--- src/rtl/stripe_pkg.sv ---
// Shared types and constants for the stripe frame generator.
package stripe_pkg;

    typedef enum logic {
        IDLE = 1'b0,
        RUN  = 1'b1
    } state_e;

    localparam int FVH_F = 2;
    localparam int FVH_V = 1;
    localparam int FVH_H = 0;

    localparam logic [7:0] BLACK = 8'h00;
    localparam logic [7:0] WHITE = 8'hFF;

    function automatic logic signed [11:0] sext_slope(input logic [3:0] s);
        return {{8{s[3]}}, s};
    endfunction

endpackage

--- src/rtl/stripe_lfsr.sv ---
// 16-bit Fibonacci LFSR (x^16+x^14+x^13+x^11+1) used to speckle stripe pixels.
module stripe_lfsr (
    input  logic       clk,
    input  logic       reset_n,
    input  logic       advance,
    output logic [3:0] nibble
);

    logic [15:0] lfsr_q;
    logic [15:0] lfsr_d;
    logic        feedback_s;

    // Next LFSR state: shift right, feedback into the top bit.
    always_comb begin
        feedback_s = lfsr_q[0] ^ lfsr_q[2] ^ lfsr_q[3] ^ lfsr_q[5];
        if (advance) begin
            lfsr_d = {feedback_s, lfsr_q[15:1]};
        end else begin
            lfsr_d = lfsr_q;
        end
    end

    // LFSR state register, seeded on reset.
    always_ff @(posedge clk or negedge reset_n) begin
        if (!reset_n) begin
            lfsr_q <= 16'hACE1;
        end else begin
            lfsr_q <= lfsr_d;
        end
    end

    assign nibble = lfsr_q[3:0];

endmodule

--- src/rtl/stripe_frame_gen.sv ---
// Raster frame generator drawing a sloped white stripe plus per-row expected midpoints.
// Optional pixel speckle noise is compiled in with STRIPE_FRAME_GEN_NOISE_EN.
module stripe_frame_gen
    import stripe_pkg::*;
#(
    parameter int H_ACTIVE = 640,
    parameter int H_BLANK  = 160,
    parameter int V_ACTIVE = 480,
    parameter int V_BLANK  = 45
) (
    input  logic       clk,
    input  logic       reset_n,
    input  logic       enable,
    input  logic [9:0] start_col,
    input  logic [3:0] slope,
    input  logic [9:0] stripe_width,
    output logic [2:0] fvh_out,
    output logic       dv_out,
    output logic [7:0] px_out,
    output logic       exp_valid,
    output logic [9:0] exp_row,
    output logic [9:0] exp_midpoint,
    output logic       exp_hit,
    output logic       frame_done
);

    localparam logic [9:0]        H_ACT  = 10'(H_ACTIVE);
    localparam logic [9:0]        H_MAX  = 10'(H_ACTIVE + H_BLANK - 1);
    localparam logic [9:0]        V_ACT  = 10'(V_ACTIVE);
    localparam logic [9:0]        V_MAX  = 10'(V_ACTIVE + V_BLANK - 1);
    localparam logic signed [12:0] H_LAST = 13'(H_ACTIVE - 1);

    state_e            state_q, state_d;
    logic [9:0]        h_q, h_d, v_q, v_d;
    logic signed [11:0] s_q, s_d;
    logic [9:0]        width_q, width_d;
    logic [3:0]        slope_q, slope_d;

    logic run_s, frame_last_s, active_s;
    logic signed [12:0] left_s, right_s, h_pos_s;
    logic [9:0]  lo_s, hi_s, mid_s;
    logic [10:0] mid_sum_s;
    logic        row_hit_s, white_s, speckle_s;

    logic [2:0] fvh_q, fvh_d;
    logic       dv_q, dv_d, exp_valid_q, exp_valid_d, exp_hit_q, exp_hit_d;
    logic       frame_done_q, frame_done_d;
    logic [7:0] px_q, px_d;
    logic [9:0] exp_row_q, exp_row_d, exp_mid_q, exp_mid_d;

    assign run_s        = (state_q == RUN);
    assign frame_last_s = (h_q == H_MAX) && (v_q == V_MAX);
    assign active_s     = (h_q < H_ACT) && (v_q < V_ACT);

    // FSM and raster counters; stripe geometry is latched only at frame start.
    always_comb begin
        state_d = state_q;
        h_d     = h_q;
        v_d     = v_q;
        s_d     = s_q;
        width_d = width_q;
        slope_d = slope_q;
        case (state_q)
            IDLE: begin
                if (enable) begin
                    state_d = RUN;
                    h_d     = 10'd0;
                    v_d     = 10'd0;
                    s_d     = {2'b00, start_col};
                    width_d = stripe_width;
                    slope_d = slope;
                end else begin
                    state_d = IDLE;
                end
            end
            RUN: begin
                if (frame_last_s) begin
                    h_d = 10'd0;
                    v_d = 10'd0;
                    if (enable) begin
                        s_d     = {2'b00, start_col};
                        width_d = stripe_width;
                        slope_d = slope;
                    end else begin
                        state_d = IDLE;
                    end
                end else if (h_q == H_MAX) begin
                    h_d = 10'd0;
                    v_d = v_q + 10'd1;
                    s_d = s_q + sext_slope(slope_q);
                end else begin
                    h_d = h_q + 10'd1;
                end
            end
            default: begin
                state_d = IDLE;
            end
        endcase
    end

    // Stripe bounds at full precision, then clipped to the active line.
    always_comb begin
        left_s    = {s_q[11], s_q};
        right_s   = left_s + $signed({3'b000, width_q}) - 13'sd1;
        h_pos_s   = $signed({3'b000, h_q});
        row_hit_s = (width_q != 10'd0) && (left_s <= H_LAST) && (right_s >= 13'sd0);
        white_s   = (width_q != 10'd0) && (h_pos_s >= left_s) && (h_pos_s <= right_s);
        if (left_s < 13'sd0) begin
            lo_s = 10'd0;
        end else begin
            lo_s = left_s[9:0];
        end
        if (right_s > H_LAST) begin
            hi_s = H_LAST[9:0];
        end else begin
            hi_s = right_s[9:0];
        end
        mid_sum_s = {1'b0, lo_s} + {1'b0, hi_s} + 11'd1;
        mid_s     = 10'(mid_sum_s >> 1);
    end

`ifdef STRIPE_FRAME_GEN_NOISE_EN
    logic [3:0] noise_s;

    stripe_lfsr u_lfsr (
        .clk     (clk),
        .reset_n (reset_n),
        .advance (run_s),
        .nibble  (noise_s)
    );

    // The first and last visible pixel of a row are never speckled.
    assign speckle_s = (noise_s == 4'h0) && (h_q != lo_s) && (h_q != hi_s);
`else
    assign speckle_s = 1'b0;
`endif

    // Output values for the current counter position; IDLE forces blanking.
    always_comb begin
        fvh_d        = fvh_q;
        dv_d         = 1'b0;
        px_d         = BLACK;
        exp_valid_d  = 1'b0;
        exp_row_d    = exp_row_q;
        exp_mid_d    = exp_mid_q;
        exp_hit_d    = exp_hit_q;
        frame_done_d = 1'b0;
        if (run_s) begin
            if ((h_q == 10'd0) && (v_q == 10'd0)) begin
                fvh_d[FVH_F] = ~fvh_q[FVH_F];
            end else begin
                fvh_d[FVH_F] = fvh_q[FVH_F];
            end
            fvh_d[FVH_V] = (v_q >= V_ACT);
            fvh_d[FVH_H] = (h_q >= H_ACT);
            dv_d         = active_s;
            if (active_s && white_s && !speckle_s) begin
                px_d = WHITE;
            end else begin
                px_d = BLACK;
            end
            if ((h_q == H_ACT) && (v_q < V_ACT)) begin
                exp_valid_d = 1'b1;
                exp_row_d   = v_q;
                exp_hit_d   = row_hit_s;
                if (row_hit_s) begin
                    exp_mid_d = mid_s;
                end else begin
                    exp_mid_d = 10'd0;
                end
            end else begin
                exp_valid_d = 1'b0;
            end
            frame_done_d = frame_last_s;
        end else begin
            fvh_d[FVH_V] = 1'b1;
            fvh_d[FVH_H] = 1'b1;
        end
    end

    // Control and counter registers.
    always_ff @(posedge clk or negedge reset_n) begin
        if (!reset_n) begin
            state_q <= IDLE;
            h_q     <= 10'd0;
            v_q     <= 10'd0;
            s_q     <= 12'sd0;
            width_q <= 10'd0;
            slope_q <= 4'd0;
        end else begin
            state_q <= state_d;
            h_q     <= h_d;
            v_q     <= v_d;
            s_q     <= s_d;
            width_q <= width_d;
            slope_q <= slope_d;
        end
    end

    // Output registers.
    always_ff @(posedge clk or negedge reset_n) begin
        if (!reset_n) begin
            fvh_q        <= 3'b011;
            dv_q         <= 1'b0;
            px_q         <= BLACK;
            exp_valid_q  <= 1'b0;
            exp_row_q    <= 10'd0;
            exp_mid_q    <= 10'd0;
            exp_hit_q    <= 1'b0;
            frame_done_q <= 1'b0;
        end else begin
            fvh_q        <= fvh_d;
            dv_q         <= dv_d;
            px_q         <= px_d;
            exp_valid_q  <= exp_valid_d;
            exp_row_q    <= exp_row_d;
            exp_mid_q    <= exp_mid_d;
            exp_hit_q    <= exp_hit_d;
            frame_done_q <= frame_done_d;
        end
    end

    assign fvh_out      = fvh_q;
    assign dv_out       = dv_q;
    assign px_out       = px_q;
    assign exp_valid    = exp_valid_q;
    assign exp_row      = exp_row_q;
    assign exp_midpoint = exp_mid_q;
    assign exp_hit      = exp_hit_q;
    assign frame_done   = frame_done_q;

endmodule
--- config.mk ---
export PLATFORM = sky130hd
export DESIGN_NAME = stripe_frame_gen
export DESIGN_NICKNAME = d
export VERILOG_FILES = /design/src/rtl/stripe_pkg.sv /design/src/rtl/stripe_lfsr.sv /design/src/rtl/stripe_frame_gen.sv
export SDC_FILE = /design/constraint.sdc
export NUM_CORES = 1
export LEC_CHECK = 0
export CORE_ASPECT_RATIO = 0.7
export CORE_MARGIN = 2
export CORE_UTILIZATION = 52
export CTS_CLUSTER_DIAMETER = 120
export DETAILED_ROUTE_END_ITERATION = 16
export PLACE_DENSITY = 0.77
export SYNTH_ARGS = -nofsm -noshare
export SYNTH_HDL_FRONTEND = slang
export SYNTH_SLANG_ARGS = --single-unit
--- constraint.sdc ---
create_clock -name clk -period 4.6 [get_ports clk]
set_clock_uncertainty 0.05 [all_clocks]
set_input_delay 0.92 -clock clk [delete_from_list [all_inputs] [get_ports clk]]
set_output_delay 0.92 -clock clk [all_outputs]
set_load 0.005 [all_outputs]
==> results.tsv, run 1 <==
metric	value	unit
synth_ff_type	dfrtp_1	
worstPathMaxFanout	5	
core-area	10470	µm²
grt_pass1_wl	23520	µm
rows	31	
route.detailed.drc	0	
min_delay_path_depth	1	
cp-start-kind	flop	
final_cell_mix	nand2_1 (74), dfrtp_1 (73), clkdlybuf4s50_1 (60)	
setup-tns-final	0	ps
synth_edf_count	0	
wl	14370	µm
nets	823	
grt_max_degree	76	
dr.pass1.iters	7	
dp_slack	-175.2	ps
cts_root_buf	clkbuf_16	
clock_path_buffers	2	
syn_area	5645	µm²
syn_avg_cell_area	8.672	µm²
drv_slew	0	
setup_viol	0	
dp_hpwl	10550	µm
critPathKind	flop to flop	
layout-drive-gt1-share	0.1530	
grt_usage	0.2528	
status	completed	
hold_viol_final	0	
portBuffers	61	
ys_types	66	
placed_cell_area	6397	µm²
ioPinCount	62	
cts_sinks	75	
die_area	11720	µm²
timing.critical_path.required	4810	ps
yosys_warnings	0	
gp_congestion	0.9872	
end_kind	flop	
antenna_cells	0	
maxCapViolCount	0	
via_per_inst	5.806	
leakagePower	3.253	nW
vdd_drop_max	0.0001806	V
post-route-period-util	0.9814	
synthToLayoutAreaGrowth	23.98	%
hp-class	flop to flop	
grt_pass1_vias	4700	
die_w	128.5	µm
power	1.735	mW
grt_overflow_total	0	
layout_commonest_cell	nand2_1	
cts_buffers	9	
synthesis.nets	747	
ys_top_cells_by_area	dfrtp_1 (32%), ha_1 (15%), o21ai_0 (5.5%), nand2_1 (5.1%), inv_1 (4.2%)	
finalWorstPathRequiredPeriod	4515	ps
synth_top_area_cell	dfrtp_1	
postSynth.asyncResetShare	1.000	
final_area	6999	µm²
utilization	0.6683	
worst_slack	85.39	ps
synth-seq-cells	75	
cts_tree	yes	
ys_seq_area_frac	0.3329	
drtIter0Drc	455	
start_util	0.5391	
cp.arrival	4730	ps
rrSetupSlack	90	ps
fmax	221.5	MHz
antenna_found_initial	0	
cts_max_level	3	
post_drt_wl_per_cell	16.63	µm
clk_pin_slew	70	ps
r2r_cells	20	
ant_nets	0	
insertion_delay	350	ps
p_per_area	247.9	nW/µm²
syn_inst	651	
relSlewSlack	0.2960	
tightest_slew	1052	ps
yosys.area.top_type_share	0.3236	
fp.dieH	91.18	µm
vias	5016	
==> per-stage QoR <==
stage                     hold slack [ps]  std cells
after global routing                447.5        864
final                               415.8        864
after global placement              400.2        835
after CTS                           419.3        851
after detailed placement            406.7        835
after floorplan                     412.8        651
==> sequential cells by signal, indices dropped and copies added, names as in the netlist, 3 cells and up <==
register	flops
exp_midpoint	10
exp_row	10
fvh_out	3
h_q	10
s_q	12
slope_q	4
v_q	10
width_q	10
==> synth_stat cells, drive strengths merged, types with 9 or more instances <==
cell	number
dfrtp	73
a21o	11
o21ai	64
xnor2	11
and3	13
nand3b	9
xor2	10
nand2	80
a21oi	40
mux2	14
nand2b	10
nor2b	12
nand3	14
ha	66
nor2	46
inv	63
buf	9
clkbuf	13
==> final cells by class <==
| cell class | count | area, µm² |
|---|---|---|
| Clock buffer | 9 | 225.2 |
| Clock inverter | 7 | 58.81 |
| Fill cell | 833 | 3473 |
| Inverter | 64 | 240.2 |
| Multi-Input combinational cell | 490 | 3623 |
| Sequential cell | 75 | 1879 |
| Tap cell | 132 | 165.2 |
| Timing Repair Buffer | 87 | 807.0 |
==> critical path, stage by stage, from the launching register on <==
cell      delay, ps
dfrtp_1         360
inv_2            90
ha_1            290
inv_1            40
ha_1            390
o211a_4         200
a2111o_1        450
a21oi_2         200
o31ai_4         100
a211o_4         370
o21bai_4        250
nand2_2         120
ha_4            280
buf_4           120
o21ai_0          70
nand2b_1        110
a21o_1          150
a21oi_2          80
a211o_1         320
and3b_1         190
o31ai_2         200
==> final timing paths <==
check	startpoint	endpoint
setup / recovery	s_q[4]$_DFFE_PN0P_	exp_midpoint[8]$_DFFE_PN0P_
hold / removal	fvh_out[2]$_DFFE_PN0P_	fvh_out[2]$_DFFE_PN0P_
setup reg to reg	s_q[4]$_DFFE_PN0P_	exp_midpoint[8]$_DFFE_PN0P_
hold reg to reg	fvh_out[2]$_DFFE_PN0P_	fvh_out[2]$_DFFE_PN0P_
max in group asynchronous	reset_n	exp_midpoint[5]$_DFFE_PN0P_
min in group asynchronous	reset_n	s_q[6]$_DFFE_PN0P_
==> cells by family (layout without fill, tap and decap cells) <==
family,after synthesis,in the layout,share of synthesized area
simple gates,218,218,0.1904
fa+ha+maj,69,69,0.1569
mux,16,16,0.03147
buf+inv,86,167,0.06471
xor+xnor,21,21,0.03258
flops,75,75,0.3329
compound gates,166,166,0.1910
==> report_power, final <==
part           total, mW  internal, mW  switching (mW)
combinational      0.382         0.174           0.208
clock              0.685         0.375           0.311
sequential         0.668         0.664         0.00358
==> routing by layer <==
layer | track usage | vias up | wire length (µm)
met5 | 0 | - | 0
met4 | 0.06250 | 0 | 207
met3 | 0.05009 | 16 | 957
met2 | 0.3852 | 174 | 6363
met1 | 0.3693 | 2405 | 6837
li1 | - | 2421 | -
==> what timing repair did <==
item / 4_1_cts / 5_1_grt
gates resized for setup: 5 / 42
gates cloned: 0 / 0
setup buffers: 0 / 13
hold buffers: 0 / 0
endpoints found under the setup margin: 3 / 6
pin swaps: 2 / 25
Note: power is estimated with default switching activity, not from simulation.
==> inputs of run 2 (changes only) <==
--- a/config.mk
+++ b/config.mk
@@ -10,7 +10,9 @@
 export CORE_UTILIZATION = 52
 export CTS_CLUSTER_DIAMETER = 120
 export DETAILED_ROUTE_END_ITERATION = 16
+export GPL_TIMING_DRIVEN = 0
 export PLACE_DENSITY = 0.77
 export SYNTH_ARGS = -nofsm -noshare
 export SYNTH_HDL_FRONTEND = slang
 export SYNTH_SLANG_ARGS = --single-unit
+export TNS_END_PERCENT = 50
==> results.tsv, run 2 (synthesis gave the netlist of run 1 again) <==
metric	value	unit	change
antenna_found_initial	0		unchanged
grt_pass1_vias	4823		+2.6%
synthToLayoutAreaGrowth	25.04	%	
vdd_drop_max	0.0001995	V	+10%
drv_slew	0		unchanged
power	1.767	mW	+1.8%
insertion_delay	340	ps	about the same
rows	31		unchanged
cts_root_buf	clkbuf_16		
worst_slack	91.48	ps	+6.088 ps
grt_max_degree	52		-32%
finalWorstPathRequiredPeriod	4509	ps	-6.088 ps
hold_viol_final	0		unchanged
antenna_cells	0		unchanged
dp_slack	-495.4	ps	-320.1 ps
dp_hpwl	11050	µm	+4.7%
switchingPower	497.6	µW	-4.8%
cp.arrival	4680	ps	-50 ps
core-area	10470	µm²	unchanged
p_per_area	250.3	nW/µm²	+0.98%
grt_pass1_wl	23980	µm	+2.0%
largest_reg_flops	12		unchanged
intPower	1.269	mW	+4.7%
setup_viol	0		unchanged
ant_nets	0		unchanged
via_per_inst	5.869		+1.1%
grt_usage	0.2571		+0.004335
maxCapViolCount	0		unchanged
portBuffers	61		unchanged
nets	836		+1.6%
fmax	221.8	MHz	+0.13%
dr.pass1.iters	6		-1
ioPinCount	62		unchanged
fillers	824		-1.1%
drtIter0Drc	347		-24%
pwr-share-seq	0.379		-0.006
top_register	s_q		
leakagePower	3.285	nW	+0.99%
cts_tree	yes		
final_area	7059	µm²	+0.86%
relSlewSlack	0.2801		-0.01596
start_util	0.5391		unchanged
placed_cell_area	6446	µm²	+0.76%
clk_pin_slew	60	ps	about the same
die_area	11720	µm²	unchanged
post_drt_wl_per_cell	16.88	µm	+1.5%
clock_path_buffers	2		unchanged
end_kind	flop		
cts_sinks	75		unchanged
min_from	exp_row[3]$_DFFE_PN0P_		
cp-start-kind	flop		
layout-drive-gt1-share	0.1423		-0.01072
layout_commonest_cell	nand2_1		
critPathLaunch	s_q[2]$_DFFE_PN0P_		
final_cell_mix	nand2_1 (74), dfrtp_1 (73), clkdlybuf4s50_1 (60)		
gp_congestion	0.9159		-7.2%
p_clk_frac	0.414		+0.019
worstPathMaxFanout	4		-1
cts_max_level	3		unchanged
route.detailed.drc	0		unchanged
die_w	128.5	µm	unchanged
status	completed		
share_comb_of_total_power	0.207		-0.013
p_sw_frac	0.2816		-0.01968
critPathKind	flop to flop		
timing.critical_path.required	4770	ps	-40 ps
grt_overflow_total	0		unchanged
post-route-period-util	0.9801		-0.001323
hp-class	flop to flop		
fp.dieH	91.18	µm	unchanged
vias	5147		+2.6%
cts_buffers	9		unchanged
rr_startpoint	s_q[2]$_DFFE_PN0P_		
rsz0062_at_grt	true		
wl	14800	µm	+3.0%
tightest_slew	1070	ps	+17.96 ps
[run 2: through the flow]
stage	cells	setup TNS, ps	hold WS (ps)	util
after floorplan	651	0	412.8	-
after detailed placement	845	-1626	406.4	0.6155
after global placement	844	-2529	400.6	0.6131
final	877	0	416.0	0.6741
after global routing	877	-121.0	440.0	0.6741
after CTS	867	0	419.3	0.6534
[run 2: final timing paths]
| check | cells after the start | end | slack [ps] |
|---|---|---|---|
| worst min register to register | 2 | exp_row[3]$_DFFE_PN0P_ | 420 |
| worst max-delay path | 20 | exp_midpoint[7]$_DFFE_PN0P_ | 90 |
| worst min-delay path | 2 | exp_row[3]$_DFFE_PN0P_ | 420 |
| worst max register to register | 20 | exp_midpoint[7]$_DFFE_PN0P_ | 90 |
| min in group asynchronous | 1 | s_q[5]$_DFFE_PN0P_ | 440 |
| max in group asynchronous | 2 | fvh_out[0]$_DFF_PN1_ | 3450 |
[run 2: critical path: stages (launching register included)]
cell       delay [ps]
dfrtp_1           390
inv_2              90
ha_4              210
inv_1             100
ha_4              210
a211o_1           370
a2111oi_4         470
o31ai_4           160
a211oi_2          470
o21bai_4          260
and3_4            220
fa_2              220
nor2b_2            60
o21ai_2           160
a21oi_2            90
o21ai_1           150
nand2b_1          120
a21o_1            190
a21oi_2           130
xor2_1            200
o21ai_1            80
[run 2: per-layer routing]
| metal | wire length, µm | track usage |
|---|---|---|
| met1 | 6995 | 0.3722 |
| met2 | 6651 | 0.4069 |
| met3 | 964 | 0.04714 |
| met4 | 192 | 0.04620 |
| met5 | 0 | 0 |
[run 2: final cells by class]
cell class | count | area (µm²) | area share
Multi-Input combinational cell | 490 | 3583 | 0.5076
Clock inverter | 6 | 71.32 | 0.01010
Buffer | 22 | 125.1 | 0.01772
Tap cell | 132 | 165.2 | 0.02340
Clock buffer | 10 | 239.0 | 0.03385
Inverter | 64 | 240.2 | 0.03403
Sequential cell | 75 | 1879 | 0.2662
Timing Repair Buffer | 78 | 755.7 | 0.1071
[run 2: power by group through the flow]
stage | Clock, mW | Combinational, mW | Sequential, mW
finish | 0.731 | 0.366 | 0.670
global route | 0.777 | 0.402 | 0.670
CTS | 0.739 | 0.319 | 0.670
detailed placement | 0 | 0.300 | 0.683
global placement | 0 | 0.286 | 0.683
floorplan | 0 | 0.206 | 0.680
[run 2: repair_timing]
action	CTS	global route
endpoints found under the setup margin	6	6
hold buffers	0	0
setup buffers	6	10
pin swaps	9	21
gates resized for setup	8	28
gates cloned	0	0
==> inputs of run 3 (changes only) <==
--- a/config.mk
+++ b/config.mk
@@ -11,8 +11,10 @@
 export CTS_CLUSTER_DIAMETER = 120
 export DETAILED_ROUTE_END_ITERATION = 16
 export GPL_TIMING_DRIVEN = 0
+export MAX_ROUTING_LAYER = met4
 export PLACE_DENSITY = 0.77
 export SYNTH_ARGS = -nofsm -noshare
 export SYNTH_HDL_FRONTEND = slang
+export SYNTH_HIERARCHICAL = 1
 export SYNTH_SLANG_ARGS = --single-unit
 export TNS_END_PERCENT = 50
==> results.tsv, run 3 <==
metric	value	unit	change
core-area	10470	µm²	unchanged
post-route-period-util	0.9726		-0.007472
clk_pin_slew	60	ps	about the same
p_per_area	255.1	nW/µm²	+1.9%
post_drt_wl_per_cell	17.35	µm	+2.8%
ioPinCount	62		unchanged
fp.dieH	91.18	µm	unchanged
yosys.area_share.adder	0.1569		unchanged
antenna_cells	0		unchanged
gp_congestion	0.9339		+2.0%
ant_nets	0		unchanged
cts_tree	yes		
antenna_found_initial	0		unchanged
vias	5180		+0.64%
status	completed		
vdd_drop_max	0.0002145	V	+7.5%
wl	15230	µm	+2.9%
clock_path_buffers	2		unchanged
synthMuxAreaShare	0.03147		unchanged
synth_top_family_by_area	compound AO/OA/AOI/OAI gates		
syn_avg_cell_area	8.672	µm²	unchanged
placed_cell_area	6446	µm²	unchanged
hold_viol_final	0		unchanged
grt_overflow_total	0		unchanged
synth_edf_count	0		unchanged
tightest_slew	960.3	ps	-109.8 ps
worstPathMaxFanout	4		unchanged
grtUsageMet2	0.4051		-0.001773
min_from	exp_row[4]$_DFFE_PN0P_		
die_area	11720	µm²	unchanged
synth_ff_type	dfrtp_1		
finalWorstPathRequiredPeriod	4474	ps	-34.37 ps
via_per_inst	5.900		+0.53%
insertion_delay	330	ps	about the same
dp_slack	-427.6	ps	+67.70 ps
end_kind	flop		
top_register	s_q		
timing.critical_path.required	4770	ps	about the same
synth_top_area_cell	dfrtp_1		
dp_hpwl	11170	µm	+1.2%
grtUsageMet3	0.04832		+0.001179
cts_sinks	75		unchanged
drv_slew	0		unchanged
grt_pass1_wl	24080	µm	+0.40%
worst_slack	125.9	ps	+34.37 ps
grt_max_degree	48		-7.7%
fillers	785		-4.7%
cts_buffers	9		unchanged
layout-drive-gt1-share	0.1501		+0.007852
synth_most_common_cell	nand2_1		
yosys.area.top_type_share	0.3236		unchanged
final_cell_mix	nand2_1 (74), dfrtp_1 (72), clkdlybuf4s50_1 (60)		
cts_root_buf	clkbuf_16		
ys_types	66		unchanged
die_w	128.5	µm	unchanged
grt_usage	0.2672		+0.01013
critPathLaunch	s_q[1]$_DFFE_PN0P_		
netlist_top_cells_count	nand2_1 (76), dfrtp_1 (73), ha_1 (66)		
setup_viol	0		unchanged
dr.pass1.iters	5		-1
holdBufCountCts	0		unchanged
rr_startpoint	s_q[1]$_DFFE_PN0P_		
worst_hold_slack	417.3	ps	+1.287 ps
hp-class	flop to flop		
ys_top_cells_by_area	dfrtp_1 (32%), ha_1 (15%), o21ai_0 (5.5%), nand2_1 (5.1%), inv_1 (4.2%)		
syn_inst	651		unchanged
yosys_warnings	6		+6
synthToLayoutAreaGrowth	25.42	%	
synthesis.nets	747		unchanged
postSynth.asyncResetShare	1.000		unchanged
final_area	7081	µm²	+0.30%
synth_compound_area_frac	0.1910		unchanged
fmax	223.5	MHz	+0.77%
largest_reg_flops	12		unchanged
leakagePower	3.293	nW	+0.23%
cp.arrival	4640	ps	-40 ps
synthXorXnorAreaFrac	0.03258		unchanged
ys_seq_area_frac	0.3329		unchanged
syn_area	5645	µm²	unchanged
critPathKind	flop to flop		
layout_commonest_cell	nand2_1		
portBuffers	61		unchanged
top_usage_layer	met2		
maxCapViolCount	0		unchanged
relSlewSlack	0.3539		+0.07386
nets	838		+0.24%
cts_max_level	3		unchanged
rows	31		unchanged
grt_pass1_vias	4815		-0.17%
start_util	0.5391		unchanged
synth-seq-cells	75		unchanged
synth-simple-area-share	0.1904		unchanged
route.detailed.drc	0		unchanged
met1_usage	0.3766		+0.004392
cp-start-kind	flop		
drtIter0Drc	399		+15%
[run 3: layout make-up]
type | count | area [µm²] | share of cell area
Multi-Input combinational cell | 490 | 3580 | 0.5056
Tap cell | 132 | 165.2 | 0.02333
Clock inverter | 6 | 90.09 | 0.01272
Sequential cell | 75 | 1881 | 0.2656
Timing Repair Buffer | 80 | 774.5 | 0.1094
Clock buffer | 9 | 225.2 | 0.03181
Inverter | 64 | 240.2 | 0.03393
Buffer | 22 | 125.1 | 0.01767
[run 3: layer usage]
metal  wire length, µm  part of all wire
met1              7044              0.46
met2              6962              0.46
met3              1032             0.068
met4               191             0.013
met5                 0                 0
[run 3: stage by stage]
stage,utilization,cells,TNS [ps],total power [mW]
global route,0.6761,878,-189.0,1.887
floorplan,-,651,0,0.8868
CTS,0.6544,867,0,1.760
finish,0.6761,878,0,1.806
detailed placement,0.6155,845,-1561,0.9836
global placement,0.6131,844,-2460,0.9689
[run 3: cell families (layout without fill, tap and decap cells)]
| family | after synthesis | count (layout) |
|---|---|---|
| flip-flops | 75 | 75 |
| multiplexers | 16 | 16 |
| buffers and inverters | 86 | 181 |
| adder cells (fa/ha/maj) | 69 | 69 |
| AND/OR/NAND/NOR | 218 | 218 |
| XOR/XNOR | 21 | 21 |
| AO/OA/AOI/OAI | 166 | 166 |
[run 3: final timing paths]
path | depth (start not counted) | slack (ps) | end
setup / recovery | 21 | 130 | exp_midpoint[7]$_DFFE_PN0P_
hold / removal | 2 | 420 | exp_row[4]$_DFFE_PN0P_
setup reg to reg | 21 | 130 | exp_midpoint[7]$_DFFE_PN0P_
hold reg to reg | 2 | 420 | exp_row[4]$_DFFE_PN0P_
max in group asynchronous | 2 | 3400 | fvh_out[1]$_DFF_PN1_
min in group asynchronous | 1 | 470 | slope_q[2]$_DFFE_PN0P_
[run 3: worst max-delay path, stage by stage, from the launching register on]
cell and delay [ps]:
dfrtp_1 400, inv_2 110, ha_4 160, inv_1 80, ha_4 260, a211o_1 350
a2111o_1 480, a21oi_2 170, o31ai_2 90, a211o_2 380, o21bai_4 210, and3_4 230
fa_2 240, nor2b_4 50, o21ai_2 160, a21oi_2 80, o21ai_1 130, nand2b_1 110
a21o_1 180, a21oi_2 130, xor2_1 200, o21ai_1 100
[run 3: timing repair]
action | CTS | global route
endpoints found under the setup margin | 6 | 6
pin swaps | 9 | 25
endpoints found under the hold margin | 0 | 0
resized for setup | 7 | 38
setup buffers | 7 | 11
[run 3: where the power goes]
part	internal [mW]	leakage, nW	switching (mW)	total (mW)
clock network	0.474	0.152	0.288	0.762
logic	0.171	2.19	0.202	0.373
registers	0.664	0.950	0.00628	0.671
